## src/rtl/mux_rr_scheduler_if.sv

```systemverilog
// Handshake bundle between the eight requesters and the round-robin mux scheduler.
// The scheduler takes the slave view; the requester side (or a bench) takes the master view.
interface mux_rr_scheduler_if;
  logic [7:0] Req;
  logic       Done;
  logic [2:0] Selector;
  logic [7:0] Grant;
  logic       Busy;

  modport master (output Req, Done, input Selector, Grant, Busy);
  modport slave  (input Req, Done, output Selector, Grant, Busy);
endinterface

```

## src/rtl/mux_rr_scheduler.sv

```systemverilog
// Round-robin scheduler that owns the select input of an 8-to-1 bit mux.
// Grants end on Done, on a dropped request or when the beat budget runs out.
module mux_rr_scheduler #(
  parameter int MaxBeats = 4
) (
  input logic          clk,
  input logic          reset,
  mux_rr_scheduler_if.slave bus
);

  typedef enum logic {IDLE, GRANT} state_t;

  localparam logic [7:0] LastBeat = 8'(MaxBeats - 1);

  state_t     state, stateNext;
  logic [2:0] last, lastNext;
  logic [2:0] selNext;
  logic [7:0] count, countNext;
  logic [7:0] grantNext;
  logic       busyNext;
  logic       releaseNow;
  logic [2:0] searchFrom;
  logic [3:0] pick;

  // Searches from+1 upward with wrap; 'from' itself is the last candidate,
  // so a lone requester can be re-granted. Bit 3 flags that a winner exists.
  function automatic logic [3:0] arbitrate(input logic [7:0] req, input logic [2:0] from);
    logic [3:0] result;
    logic [2:0] idx;
    result = '0;
    for (int k = 1; k <= 8; k++) begin
      idx = from + 3'(k);
      if (!result[3] && req[idx]) result = {1'b1, idx};
    end
    return result;
  endfunction

  // Registered state and outputs, so nothing combinational reaches the mux select.
  always_ff @(posedge clk) begin
    if (reset) begin
      state        <= IDLE;
      last         <= 3'd7;
      count        <= '0;
      bus.Selector <= '0;
      bus.Grant    <= '0;
      bus.Busy     <= 1'b0;
    end else begin
      state        <= stateNext;
      last         <= lastNext;
      count        <= countNext;
      bus.Selector <= selNext;
      bus.Grant    <= grantNext;
      bus.Busy     <= busyNext;
    end
  end

  // On release the current owner becomes the new search origin before arbitrating,
  // which lets the next owner take over at the same edge.
  always_comb begin
    stateNext  = state;
    lastNext   = last;
    countNext  = count;
    selNext    = bus.Selector;
    grantNext  = bus.Grant;
    busyNext   = bus.Busy;
    releaseNow = 1'b0;
    searchFrom = last;

    if (state == GRANT)
      releaseNow = bus.Done || !bus.Req[bus.Selector] || (count == LastBeat);
    if (releaseNow)
      searchFrom = bus.Selector;
    pick = arbitrate(bus.Req, searchFrom);

    case (state)
      IDLE: begin
        if (pick[3]) begin
          stateNext = GRANT;
          selNext   = pick[2:0];
          grantNext = 8'h01 << pick[2:0];
          busyNext  = 1'b1;
          countNext = '0;
        end
      end
      GRANT: begin
        if (!releaseNow) begin
          countNext = count + 8'd1;
        end else begin
          lastNext  = bus.Selector;
          countNext = '0;
          if (pick[3]) begin
            selNext   = pick[2:0];
            grantNext = 8'h01 << pick[2:0];
            busyNext  = 1'b1;
          end else begin
            stateNext = IDLE;
            grantNext = '0;
            busyNext  = 1'b0;
          end
        end
      end
      default: stateNext = IDLE;
    endcase
  end

endmodule

```

## src/flat_wrapper.sv

```systemverilog
// flat-port wrapper written by rule: the top's interface ports become plain ports
module mux_rr_scheduler_flat 
#(
  parameter int MaxBeats = 4
)
  (clk, reset, bus_Req, bus_Done, bus_Selector, bus_Grant, bus_Busy);
  mux_rr_scheduler_if bus_i ();
  input logic clk;
  input logic reset;
  input wire logic [$bits(bus_i.Req)-1:0] bus_Req;
  input wire logic [$bits(bus_i.Done)-1:0] bus_Done;
  output wire logic [$bits(bus_i.Selector)-1:0] bus_Selector;
  output wire logic [$bits(bus_i.Grant)-1:0] bus_Grant;
  output wire logic [$bits(bus_i.Busy)-1:0] bus_Busy;
  assign bus_i.Req = bus_Req;
  assign bus_i.Done = bus_Done;
  assign bus_Selector = bus_i.Selector;
  assign bus_Grant = bus_i.Grant;
  assign bus_Busy = bus_i.Busy;
  mux_rr_scheduler #(.MaxBeats(MaxBeats)) u_core (.clk(clk), .reset(reset), .bus(bus_i));
endmodule
```

## config.mk

```make
export PLATFORM = sky130hd
export DESIGN_NAME = mux_rr_scheduler_flat
export DESIGN_NICKNAME = d
export VERILOG_FILES = /design/src/rtl/mux_rr_scheduler_if.sv /design/src/rtl/mux_rr_scheduler.sv /design/src/flat_wrapper.sv
export SDC_FILE = /design/constraint.sdc
export NUM_CORES = 1
export LEC_CHECK = 0
export CORE_MARGIN = 2
export CORE_UTILIZATION = 35
export CTS_BUF_LIST = sky130_fd_sc_hd__clkbuf_8
export CTS_CLUSTER_DIAMETER = 30
export CTS_CLUSTER_SIZE = 24
export DETAILED_ROUTE_END_ITERATION = 16
export HOLD_SLACK_MARGIN = 0.03
export SLEW_MARGIN = 20
export SYNTH_ARGS = -nofsm -noshare
export SYNTH_HDL_FRONTEND = slang
export SYNTH_SLANG_ARGS = --single-unit
```

## constraint.sdc

```tcl
create_clock -name clk -period 11.3 [get_ports clk]
set_input_delay 2.26 -clock clk [delete_from_list [all_inputs] [get_ports clk]]
set_output_delay 2.26 -clock clk [all_outputs]
set_load 0.02 [all_outputs]
```

; Word level (Yosys, flattened, before mapping)
; Cells that the tools add are included.
[op_classes]
n_addsub = 8
magnitude_cmp = 9
n_eq_ne = 3
n_shift = 1
muxes = 44
bitwise = 1
n_reduce_logical = 18
[ops]
columns = operator, count
row1 = 8-bit 2-to-1 mux, 5
row2 = "3-bit by 4-bit < comparator with 1-bit output, second input constant", 9
row3 = 4-bit 2-to-1 mux, 8
row4 = 8-bit one-hot mux with 2 select lines, 2
row5 = 1-bit binary-select mux with 3-bit select, 9
row6 = 1-bit 2-to-1 mux, 14
row7 = "3-bit adder, second input constant", 4
row8 = 3-bit 2-to-1 mux, 3
row9 = "8-bit by 1-bit adder with 8-bit output, second input constant", 1
row10 = "8-bit by 2-bit == test with 1-bit output, second input constant", 1
row11 = 1-bit logical NOT, 8
row12 = "1-bit by 3-bit left shift with 8-bit output, first input constant", 1
row13 = 1-bit logical AND, 7
row14 = "3-bit by 2-bit adder with 3-bit output, second input constant", 2
row15 = 3-bit one-hot mux with 2 select lines, 1
row16 = 1-bit one-hot mux with 2 select lines, 2
row17 = "3-bit by 1-bit adder with 3-bit output, second input constant", 1
row18 = 1-bit logical OR, 2
row19 = "2-bit by 1-bit inequality test with 1-bit output, second input constant", 1
row20 = "2-bit inequality test, second input constant", 1
row21 = 2-bit AND reduction, 1
row22 = 1-bit inverter, 1
[totals]
regBits = 24
output_inout_bits = 12

; Logic depth before layout (Yosys ltp)
[logic_depth]
ltp_word = 36
mapped_depth = 20
ltp_nobuf = 18

; Least setup slack after synthesis
; No wires, ideal clock.
[synth_path]
path_kind = in2reg
startpoint = in bus_Req[3]
endpoint = reg u_core.bus.Grant[3]
arrival_time_ns = 6.018
required_ns = 11.183
slack_ns = 5.166
path_stages = 18
n_path_buf = 2
cell_sequence = mux4_2 > mux2i_1 > o21ai_1 > mux2i_2 > inv_1 > clkbuf_1 > ha_1 > inv_1 > nand3_1 > and2_1 > buf_2 > mux4_2 > o21ai_0 > o211ai_1 > a21boi_0 > a311oi_2 > nor2_1 > a22o_1
[synth_between]
elab_chain_cells = 36
word_cells_on_any_way = 60
classes_between = add/sub: 7 / eq/ne: 2 / shift: 1 / mux: 32 / reduce/logical: 18
[synth_rtl]
columns = item, line
row1 = from (decl), flat_wrapper.sv:10  ; input wire logic [$bits(bus_i.Req)-1:0] bus_Req;
row2 = 1-bit binary-select mux with 3-bit select (*), mux_rr_scheduler.sv:70  ; releaseNow = bus.Done || !bus.Req[bus.Selector] || (count == LastBeat);
row3 = 1-bit 2-to-1 mux (implied by the code) (*), mux_rr_scheduler.sv:70
row4 = 1-bit logical NOT (*), mux_rr_scheduler.sv:70
row5 = 1-bit logical OR (*) (2 in a row), mux_rr_scheduler.sv:70
row6 = 1-bit 2-to-1 mux (*), mux_rr_scheduler.sv:69  ; if (state == GRANT)
row7 = 3-bit 2-to-1 mux (*), n/a
row8 = via u_core.searchFrom[1], mux_rr_scheduler.sv:22  ; logic [2:0] searchFrom;
row9 = 3-bit by 1-bit adder with 3-bit output, mux_rr_scheduler.sv:32  ; idx = from + 3'(k);
row10 = [20 not listed], n/a
row11 = 4-bit 2-to-1 mux, mux_rr_scheduler.sv:33  ; if (!result[3] && req[idx]) result = {1'b1, idx};
row12 = 1-bit logical NOT, mux_rr_scheduler.sv:33
row13 = 1-bit logical AND, mux_rr_scheduler.sv:33
row14 = 4-bit 2-to-1 mux (*), mux_rr_scheduler.sv:33
row15 = 1-bit by 3-bit left shift with 8-bit output, "mux_rr_scheduler.sv:80, mux_rr_scheduler.sv:93"
row16 = 8-bit 2-to-1 mux, mux_rr_scheduler.sv:91  ; if (pick[3]) begin
row17 = 8-bit 2-to-1 mux, mux_rr_scheduler.sv:86  ; if (!releaseNow) begin
row18 = 8-bit one-hot mux with 2 select lines, mux_rr_scheduler.sv:75  ; case (state)
row19 = to (signal assigned), mux_rr_scheduler.sv:52  ; bus.Grant <= grantNext;
row20 = to (decl), mux_rr_scheduler_if.sv:11  ; modport slave (input Req, Done, output Selector, Grant, Busy);
; Mark *: on every way through the listed nets, which the timed path passes. The rest lies on a longest branch. The select of a mux whose other input is x is not followed.
; A chain may end at the register's enable or synchronous reset.

; Worst setup path in the final report
[layout_path]
startpoint = in bus_Req[7]
endpoint = reg u_core.bus.Grant[3]
[layout_between]
elab_chain_cells = 36
word_cells_on_any_way = 60
classes_between = add/sub: 7 / eq/ne: 2 / shift: 1 / mux: 32 / reduce/logical: 18
[layout_rtl]
columns = item, line
row1 = 1-bit binary-select mux with 3-bit select, mux_rr_scheduler.sv:70
row2 = 1-bit 2-to-1 mux (implied by the code), mux_rr_scheduler.sv:70
row3 = 1-bit logical NOT, mux_rr_scheduler.sv:70
row4 = 1-bit logical OR (2 in a row), mux_rr_scheduler.sv:70
row5 = 1-bit 2-to-1 mux, mux_rr_scheduler.sv:69
row6 = 3-bit 2-to-1 mux, n/a
row7 = 3-bit by 1-bit adder with 3-bit output, mux_rr_scheduler.sv:32
row8 = 1-bit binary-select mux with 3-bit select, mux_rr_scheduler.sv:33
row9 = [19 not listed], n/a
row10 = 4-bit 2-to-1 mux, mux_rr_scheduler.sv:33
row11 = 1-bit logical NOT, mux_rr_scheduler.sv:33
row12 = 1-bit logical AND, mux_rr_scheduler.sv:33
row13 = 4-bit 2-to-1 mux, mux_rr_scheduler.sv:33
row14 = 1-bit by 3-bit left shift with 8-bit output, "mux_rr_scheduler.sv:80, mux_rr_scheduler.sv:93"
row15 = 8-bit 2-to-1 mux, mux_rr_scheduler.sv:91
row16 = 8-bit 2-to-1 mux, mux_rr_scheduler.sv:86
row17 = 8-bit one-hot mux with 2 select lines, mux_rr_scheduler.sv:75
; Several ways; a longest one is shown, not always the timed one. The select of a mux whose other input is x is not followed.

==> impl_results.md <==
* Area delta synth->final at 12.84%
* Synth area leader: dfxtp_1
* DPL Wire Length at roughly 5.2 mm
* Comb pwr share at between 80% and 90%
* Num CTS Buffers at 3
* Mean Syn Cell Area at between 8 and 9 um2
* Die outline height at about 90 um
* Vias at ~2400
* Slew headroom at just over 50%
* Tmin final at ~7.2 ns
* Die X at ~90 um
* Antenna Violating Nets Remaining at 0
* Syn_nets at between 300 and 400
* Worst Path Buf+Inv at 4
* Reg power frac at approximately 13%
* Switching Fraction at ~54%
* DRT Pass-1 Iters at 5
* Avg Vias per Cell at around 5.9
* Vias in the first global route at between 2000 and 2500
* Hold_buf cts at 0
* Least-Margin Pin Slew at 0.7400 ns
* RSZ-0062 raised after global routing: false
* Met3 wire len at 359 um
* VDD IR max at 0.1362 mV
* Global Route Usage Sum at between 10% and 20%
* Routed WL at between 7 and 8 mm
* Mapped Cells at just over 300
* Final WS setup at between 4 and 5 ns
* Post-synth ARST share at 0%
* Status: finished clean
* Initial DRC count at roughly 220
* Initial antenna violation count at 0
* Top layer in use: met4
* Ant diodes at 0
* Critical Path Source Type: primary input
* Max Cap Violations at 0
* Rows at 30
* Hold Slack at around 0.46 ns
* Crit path DAT at 7.35 ns
* Die ar. at ~0.0078 mm2
* Register bit count reported by yosys at 24
* Leakage Power at 1.037 nW
* Clk sinks at 24
* Fmax at approximately 140 MHz
* Crit-path max FO at 16
* Final period util at between 60% and 70%
* Worst endpoint required time at 11.46 ns
* Pin count of the biggest net entering global routing at 21
* WL per Instance at roughly 17 um
* Hold Crit Class: reg -> reg
* Internal power at between 0.4 and 0.5 mW
* Switching power at 0.4942 mW
* Crit path kind: in -> reg
* First-pass GRT wire length at ~11 mm
* Worst path slowest cell: mux4_2
* Seq/Total Area, Yosys at 19.19%
* Cts repair resizes at 0
* Skew final at between 0.005 and 0.006 ns
* Grt total ovfl at 0
* Area contributors post-synth: dfxtp_1, mux2i_1, a21oi_1, a211oi_1, nand3_1
* Setup TNS at 0 ns
* Mapped Area at approximately 0.0025 mm2
* Yosys top cell area share at 19.19%
* DRC violations left at 0
* Max-slew violation count at 0
* RePlAce Congestion at roughly 0.89
* Wl on met1 at approximately 3.5 mm
* Setup Viol. Count Final at 0
* Post-CTS Repair Setup Buffers at 0
* Number of synthesized flops with an enable pin at 0
* Synth warn at 0
* Most frequent cell after synthesis: dfxtp_1
* Synth unique cells at 70
* Worst path max stage delay at between 0.5 and 0.6 ns
* Clk pwr share at under 10%
* Post-layout nets at between 300 and 400
* Setup crit end kind: register
* CTS tree: yes
* IO Port Bufs at 22
* CP cell instances: clkdlybuf4s50_1 -> mux4_2 -> mux2i_1 -> o21ai_1 -> mux2i_2 -> buf_4 -> inv_1 -> ha_1 -> inv_1 -> nand3_1 -> and2_1 -> mux4_2 -> o21ai_0 -> o211ai_1 -> a21boi_0 -> a311oi_2 -> nor2_1 -> a22o_1
* Initial Utilization at a little over a third
* Clock-pin slew on the worst setup and hold paths at around 0.080 ns
* Layout cell share with drive strength beyond 1 at between 10% and 20%
* Final hold viol count at 0
* Clock Tree Buf Depth at 2
* Htree depth at 1
* Place WS at between 4 and 5 ns
* Area of the core at roughly 0.0069 mm2
* Io pins at 23
* Cell Pwr Density at ~330 mW/mm2
* DR WL met2 at approximately 3 mm
* Root buf cell: clkbuf_8
* Top delay family on crit path: multiplexers
* Clock Latency Late Sink at 0.26 ns
* Top FF cell, synth: dfxtp_1
* Most common library cells after synthesis: dfxtp_1, nand2_1, a21oi_1
placed cells by master (no fill, tap or decap), types with 2 or more instances in the layout:
master and n:
or2_1 2, clkbuf_8 3, ha_1 3, a21boi_0 2, nor3_2 2, a21oi_1 20, nand2_1 21, mux2i_1 17
nand2b_1 5, and3_1 6, a31oi_1 2, mux2_2 6, o211ai_1 5, a22o_1 2, nor2_1 19, dfxtp_1 24
nand3_1 19, o221ai_1 3, a32o_1 4, a21oi_2 2, nor3_1 6, o21a_1 2, or2_2 2, mux4_2 4
nand3b_1 3, o22ai_1 5, o21ai_1 10, nor2b_1 3, o21ai_0 17, clkdlybuf4s50_1 22, and2_1 6, a211oi_1 13
inv_1 10, a21o_1 5, a2bb2oi_1 2, or3_1 5, mux2_4 3
stage by stage:
stage / cells / total power, mW / area, um2 / util (%)
global placement: 409 / 0.8596 / 2784 / 40.53
finish: 412 / 0.9210 / 2825 / 41.13
global route: 412 / 0.9836 / 2825 / 41.13
CTS: 412 / 0.9105 / 2825 / 41.13
floorplan: 304 / 0.7067 / 2504 / -
detailed placement: 409 / 0.8548 / 2784 / 40.53
sequential cells by signal, summed over array words and instances, names as in the netlist:
signal,flops
u_core.bus.Busy,1
u_core.bus.Grant,8
u_core.bus.Selector,3
u_core.count,8
u_core.last,3
u_core.state,1
worst paths after layout:
| check | slack (ns) | startpoint | depth (start not counted) | endpoint |
|---|---|---|---|---|
| min | 0.46 | u_core.bus.Grant[4] | 2 | u_core.bus.Grant[4] |
| min reg2reg | 0.46 | u_core.bus.Grant[4] | 2 | u_core.bus.Grant[4] |
| max | 4.11 | bus_Req[7] | 18 | u_core.bus.Grant[3] |
| max reg2reg | 6.03 | u_core.bus.Selector[0] | 17 | u_core.bus.Grant[3] |
cell families (layout without fill, tap and decap cells):
kind of cell,after synthesis,count (layout),synth area share (%)
AO/OA/AOI/OAI,112,112,33.73
AND/OR/NAND/NOR,108,108,25.14
multiplexers,31,31,15.44
buffers and inverters,25,37,4.348
flip-flops,24,24,19.19
adder cells (fa/ha/maj),3,3,1.499
XOR/XNOR,1,1,0.6499
worst reg2reg max path, delay by kind of cell, from the launching register on:
family,cells,cell delay (ns)
muxes,4,1.71
AOI/OAI and AO/OA,6,1.35
buffers and inverters,3,0.63
DFF,1,0.59
and+or+nand+nor,3,0.58
adders and majority gates,1,0.30
power groups by stage:
| stage | clock network, mW | registers (mW) | logic [mW] |
|---|---|---|---|
| 2_1_floorplan | 0 | 0.118 | 0.589 |
| 3_3_place_gp | 0 | 0.121 | 0.739 |
| 3_5_place_dp | 0 | 0.121 | 0.734 |
| 4_1_cts | 0.0523 | 0.119 | 0.739 |
| 5_1_grt | 0.0550 | 0.121 | 0.807 |
| 6_report | 0.0487 | 0.119 | 0.753 |
per-layer routing:
metal  vias to the layer above  track usage [%]
li1                       1192                -
met5                         -                0
met4                         0            3.719
met3                        11            1.586
met1                      1141            26.53
met2                        83            28.84
layout make-up:
type	instances	area (um2)
fill	695	4044
multi-input combinational	255	1914
sequential	24	480.5
timing repair buffer	23	227.7
tap	96	120.1
clock buffer	3	41.29
inverter	11	41.29
Power figures use the tool's default switching activity.
